$ cat src/rtl/countdown_underflow.sv
// Loadable down-counter with sticky underflow flag and a one-cycle wrap pulse.
// All outputs are registered; priority per edge is reset > load > enable > hold.
module countdown_underflow #(
    parameter int WIDTH       = 4,
    parameter bit AUTO_RELOAD = 1'b0
) (
    input  logic             clk,
    input  logic             reset,
    input  logic             load,
    input  logic [WIDTH-1:0] load_value,
    input  logic             enable,
    input  logic             clear_flag,
    output logic [WIDTH-1:0] counter_out,
    output logic             underflow_out,
    output logic             wrap_pulse,
    output logic             zero_out
);

    localparam logic [WIDTH-1:0] ALL_ONES = '1;
    localparam logic [WIDTH-1:0] ONE      = WIDTH'(1);

    logic [WIDTH-1:0] reload_q;
    logic             underflow_event;
    logic [WIDTH-1:0] wrap_value;
    logic [WIDTH-1:0] dec_value;

    // Load suppresses the underflow event even when the count is already zero.
    assign underflow_event = enable && !load && (counter_out == '0);
    assign wrap_value      = AUTO_RELOAD ? reload_q : ALL_ONES;
    assign dec_value       = underflow_event ? wrap_value : (counter_out - ONE);

    always_ff @(posedge clk) begin
        if (reset) begin
            counter_out   <= ALL_ONES;
            reload_q      <= ALL_ONES;
            underflow_out <= 1'b0;
            wrap_pulse    <= 1'b0;
            zero_out      <= 1'b0;
        end else begin
            if (load) begin
                counter_out <= load_value;
                reload_q    <= load_value;
                zero_out    <= (load_value == '0);
            end else if (enable) begin
                counter_out <= dec_value;
                zero_out    <= (dec_value == '0);
            end

            wrap_pulse <= underflow_event;

            // A same-edge underflow wins over clear_flag.
            if (underflow_event) begin
                underflow_out <= 1'b1;
            end else if (clear_flag) begin
                underflow_out <= 1'b0;
            end
        end
    end

endmodule

$ cat config.mk
export PLATFORM = sky130hd
export DESIGN_NAME = countdown_underflow
export DESIGN_NICKNAME = d
export VERILOG_FILES = /design/src/rtl/countdown_underflow.sv
export SDC_FILE = /design/constraint.sdc
export NUM_CORES = 1
export LEC_CHECK = 0
export BUFFER_PORTS_ARGS = -buffer_cell sky130_fd_sc_hd__buf_2
export CORE_AREA = 3 3 40 42
export CTS_CLUSTER_SIZE = 14
export DETAILED_ROUTE_END_ITERATION = 7
export DIE_AREA = 0 0 43 45
export SLEW_MARGIN = 40
export SYNTH_ARGS = -nofsm -noshare
export SYNTH_HDL_FRONTEND = slang
export SYNTH_SLANG_ARGS = --single-unit
$ cat constraint.sdc
create_clock -name clk -period 1.2 [get_ports clk]
set_input_delay 0.24 -clock clk [delete_from_list [all_inputs] [get_ports clk]]
set_output_delay 0.24 -clock clk [all_outputs]
set_load 0.01 [all_outputs]
; ---- Yosys cells after proc, flatten, opt, wreduce, memory -nomap -nowiden
; Cells that the tools add are included.
[totals]
register_bits = 7
in_bits = 9
out_inout_bits = 7
elab_cells = 20
[classes]
add_sub_neg = 1
muxes = 7
n_reduce_logical = 8
[op_table]
columns = operator, count
row1 = 4-bit logical NOT, 3
row2 = 4-bit 2-to-1 mux, 3
row3 = 1-bit 2-to-1 mux, 4
row4 = 2-bit nonzero test, 2
row5 = 4-bit by 1-bit subtractor with 4-bit output (second input constant), 1
row6 = 1-bit logical AND, 2
row7 = 1-bit logical NOT, 1

; ---- Depth between registers and ports, before layout
[logic_depth]
word_depth = 7
ltp_mapped = 6
ltp_nobuf = 6

; ---- Worst setup path before layout
; No wires, ideal clock.
[synth_path]
path_kind = register to register
startpoint = register counter_out[0]
endpoint = register counter_out[3]
setup_time_ps = 124
arrival_time_ps = 1188
required_ps = 1076
slack_ps = -112
path_stages_with_launch = 7
path_buffers = 0
synth_period_minus_slack_ps = 1312
cell_sequence = dfxtp_1 inv_1 ha_1 o21bai_1 nor2b_1 o22ai_1 o21ai_0
[synth_via]
elab_chain_cells = 5
[synth_rtl]
columns = element, line_no
row1 = from (decl), 13  ; output logic [WIDTH-1:0] counter_out,
row2 = from (signal assigned), 41  ; counter_out <= load_value;
row3 = from (signal assigned), 45  ; counter_out <= dec_value;
row4 = branches (longest 2 deep; another with 4-bit by 1-bit subtractor with 4-bit output), n/a
row5 = 4-bit 2-to-1 mux *, 30  ; assign dec_value = underflow_event ? wrap_value : (counter_out - ONE);
row6 = 4-bit 2-to-1 mux *, 44  ; end else if (enable) begin
row7 = 4-bit 2-to-1 mux *, 40  ; if (load) begin
; Every way passes the cells marked *. The select of a mux whose other input is x is not followed.
; A chain may end at the register's enable or synchronous reset.

; ---- Final worst setup path
[layout_path]
startpoint = register counter_out[1]
endpoint = register underflow_out
[layout_via]
elab_chain_cells = 3
[layout_rtl]
columns = element, line_no
row1 = 4-bit logical NOT *, 28  ; assign underflow_event = enable && !load && (counter_out == '0);
row2 = 1-bit logical AND *, 28
row3 = 1-bit 2-to-1 mux or 2-bit nonzero test (tied branches), n/a
row4 = to (signal assigned), 36  ; underflow_out <= 1'b0;
row5 = to (signal assigned), 53  ; underflow_out <= 1'b1;
row6 = to (signal assigned), 55  ; underflow_out <= 1'b0;
row7 = to (decl), 14  ; output logic underflow_out,
; Every way passes the cells marked *; elsewhere a longest branch is shown, timed or not.

==> reports/qor.yml <==
run_status:
  status: "finished with violations"
  violations: "setup timing"
pwr:
  switching_power_mw: 0.178
  leakage_nw: 0.268
  sequentialPowerShare_pct: 41.3
  ir_drop_uv: 438
  combinationalPowerShare_pct: 23.0
  p_int_mw: 0.447
  power_density_nw_per_um2: 973
  clkPwrFrac_pct: 35.7
  p_total_mw: 0.625
  switching_share_pct: 28.5
cts:
  clk_pin_slew_ns: 0.06
  cts_root_buffer: "clkbuf_4"
  tritoncts: "done"
  clk_latency_ns: 0.26
  cts_buffer_depth: 2
  htreeDepth: 1
  cts_buffers: 3
  cts_sinks: 7
  hold_buffers: 0
floorplan:
  start_util_pct: 33.3
  dieArea_um2: 1940
  fp.dieW_um: 43
  ioPinCount: 16
  core_area_um2: 1280
  fp.dieH_um: 45
  num_rows: 13
sta:
  tightest_slew_ns: 0.243
  setup_tns_ns: -0.0998
  fmax_mhz: 804
  rsz0062_at_grt: "yes"
  setup_ws_ns: -0.0433
  post-route-period-util_pct: 104
  finalMaxSlewViolations: 0
  hold_ws_ns: 0.224
  fin_skew_ns: 0.00442
  final_hold_viol_count: 0
  setup_viol: 4
  fin_crit_ns: 1.24
  relSlewSlack_pct: 83.7
final_layout:
  final_nets: 87
  instances_no_fill: 89
  fillers: 120
  seqCellArea_um2: 149
  drive_above_1_share_pct: 55.4
  num_antenna_cells: 0
  syn2layout_area_growth_pct: 50.0
  multiInputGateArea_um2: 300
grt:
  grt_pass1_wl_mm: 1.74
  first_global_vias: 415
  antenna_found_initial: 0
  grt_max_degree: 12
  grtUsageTotal_pct: 12.2
  globalRouteOverflowTotal: 0
yosys:
  ys_seq_area_share_pct: 32.7
  syn_inst: 50
  syn_avg_cell_area_um2: 8.56
  synth_warnings: 0
  synth.distinct_cells: 28
  ys_seq_elements: 7
  syn_area_um2: 428
  syn-num-nets: 62
worst_hold_path:
  hp-start: "load_value[2]"
  hp-class: "in -> reg"
  min_delay_path_depth: 3
  holdPathEnd: "counter_out[2]"
placement:
  portBuffers: 15
  dp_slack_ns: -0.0613
  globalplace.congestion: 0.718
  numPlacedInstances: 83
  dp_hpwl_um: 775
route:
  highest_layer: "met4"
  m1WireLength_um: 526
  firstDrtPassIters: 4
  drc: 0
  drt_iter0_drc: 8
  wl_met3_um: 51
  drtAntennaViolNets: 0
  wl_per_cell_um: 11.5
  met2WireLength_um: 426
  routed_via_density: 4.75
  vias: 423
  finalWirelength_mm: 1.02
worst_setup_path:
  crit_family: "simple AND/OR/NAND/NOR gates"
  critPathBufInv: 1
  worstRegToRegCells: 5
  regToRegStartpoint: "counter_out[1]"
  cpPeakStageDelay_ns: 0.40
  worst-path-max-fanout: 3
  cp.arrival_ns: 1.43
  reg2reg_slack_ns: -0.04
  critPathLaunchType: "register"
  critPathRequiredTime_ns: 1.39
  crit_path_end_kind: "register"
  crit_slowest_cell: "or3b_4"
  worstPathCellList: "inv_4 -> ha_4 -> nor2b_4 -> or3b_4 -> a21oi_2"
  critical_path_class: "reg -> reg"
  r2r_end: "underflow_out"
flow_run:
  maxCapViolations: 0
==> metrics by stage <==
| step | cell area [um^2] | util [%] |
|---|---|---|
| 6_report | 642 | 50.0 |
| 5_1_grt | 642 | 50.0 |
| 2_1_floorplan | 458 | - |
| 4_1_cts | 622 | 48.4 |
| 3_5_place_dp | 581 | 45.2 |
| 3_3_place_gp | 581 | 45.2 |
==> routing by layer <==
layer	track usage [%]	vias up
met5	0	-
li1	-	223
met4	7.23	0
met3	2.39	4
met1	15.7	182
met2	18.9	14
==> sequential cells by signal, summed over array words and instances (netlist names) <==
| name | cells |
|---|---|
| zero_out | 1 |
| counter_out | 4 |
| wrap_pulse | 1 |
| underflow_out | 1 |
==> timing repair <==
| item | in CTS | in global routing |
|---|---|---|
| resized for setup | 3 | 6 |
| buffers inserted | 1 | 1 |
| endpoints found under the setup margin | 6 | 6 |
| gates cloned | 0 | 0 |
| pin swaps | 3 | 6 |
==> cell usage in the layout, fill, tap and decap left out, drive strengths merged <==
master / instances
xor2: 1
nor4: 2
a211o: 1
a211oi: 1
mux2i: 1
a21oi: 4
nor3: 2
o21ai: 3
nand3b: 1
inv: 2
nand2b: 3
dfxtp: 7
nor2b: 2
o21a: 1
clkbuf: 4
nand3: 2
nor2: 5
buf: 23
ha: 3
nand2: 1
or3b: 2
o21bai: 1
o22ai: 2
==> how the worst max path moves through the flow <==
stage | start | depth (start not counted) | slack [ns] | to
detailed placement | counter_out[1] | 5 | -0.06 | underflow_out
global placement | counter_out[0] | 5 | -0.06 | zero_out
global route | counter_out[1] | 5 | -0.09 | underflow_out
floorplan | counter_out[0] | 5 | -0.03 | underflow_out
CTS | counter_out[1] | 5 | -0.04 | underflow_out
finish | counter_out[1] | 5 | -0.04 | underflow_out
==> Yosys cell counts <==
library cell | n | area (um^2)
dfxtp_1 | 7 | 140
nor2_1 | 5 | 18.8
a21oi_1 | 3 | 15.0
ha_1 | 3 | 37.5
nand2b_1 | 3 | 18.8
o21ai_0 | 3 | 15.0
inv_1 | 2 | 7.51
nand3_1 | 2 | 10.0
nor2b_1 | 2 | 12.5
nor4_1 | 2 | 12.5
a211o_1 | 1 | 8.76
a211oi_1 | 1 | 7.51
a21oi_2 | 1 | 8.76
buf_1 | 1 | 3.75
buf_2 | 1 | 5.00
buf_4 | 1 | 7.51
mux2i_1 | 1 | 10.0
nand2_1 | 1 | 3.75
nand3b_1 | 1 | 7.51
nor3_1 | 1 | 5.00
nor3_2 | 1 | 10.0
o21a_1 | 1 | 7.51
o21bai_1 | 1 | 7.51
o22ai_1 | 1 | 6.26
o22ai_2 | 1 | 12.5
or3b_1 | 1 | 8.76
or3b_4 | 1 | 11.3
xor2_1 | 1 | 8.76
==> cell families (layout without fill, tap and decap cells) <==
kind of cell / Yosys count / after routing / synth area share (%)
and+or+nand+nor: 20 / 20 / 27.8
muxes: 1 / 1 / 2.34
buffers and inverters: 5 / 29 / 5.55
AOI/OAI and AO/OA: 13 / 13 / 20.8
DFF: 7 / 7 / 32.7
xor gates and xnor gates: 1 / 1 / 2.05
adders and majority gates: 3 / 3 / 8.77
==> power groups by stage <==
stage,Clock (mW),Combinational (mW),Sequential (mW)
after floorplan,0,0.0650,0.271
after global placement,0,0.132,0.262
after detailed placement,0,0.130,0.262
after CTS,0.223,0.138,0.257
after global routing,0.234,0.162,0.260
final,0.223,0.144,0.258
==> tightest hold or removal path: cells and delay by family <==
kind                   cells  cell delay (ns)
buffers and inverters      1             0.09
AOI/OAI and AO/OA          2             0.12
==> area by class of cell <==
class / count / area share (%)
clock buffer: 4 / 4.09
inverter: 2 / 1.95
multi-input combinational: 38 / 46.8
sequential: 7 / 23.2
tap: 15 / 2.92
timing repair buffer: 23 / 21.1
Power figures use the tool's default switching activity.
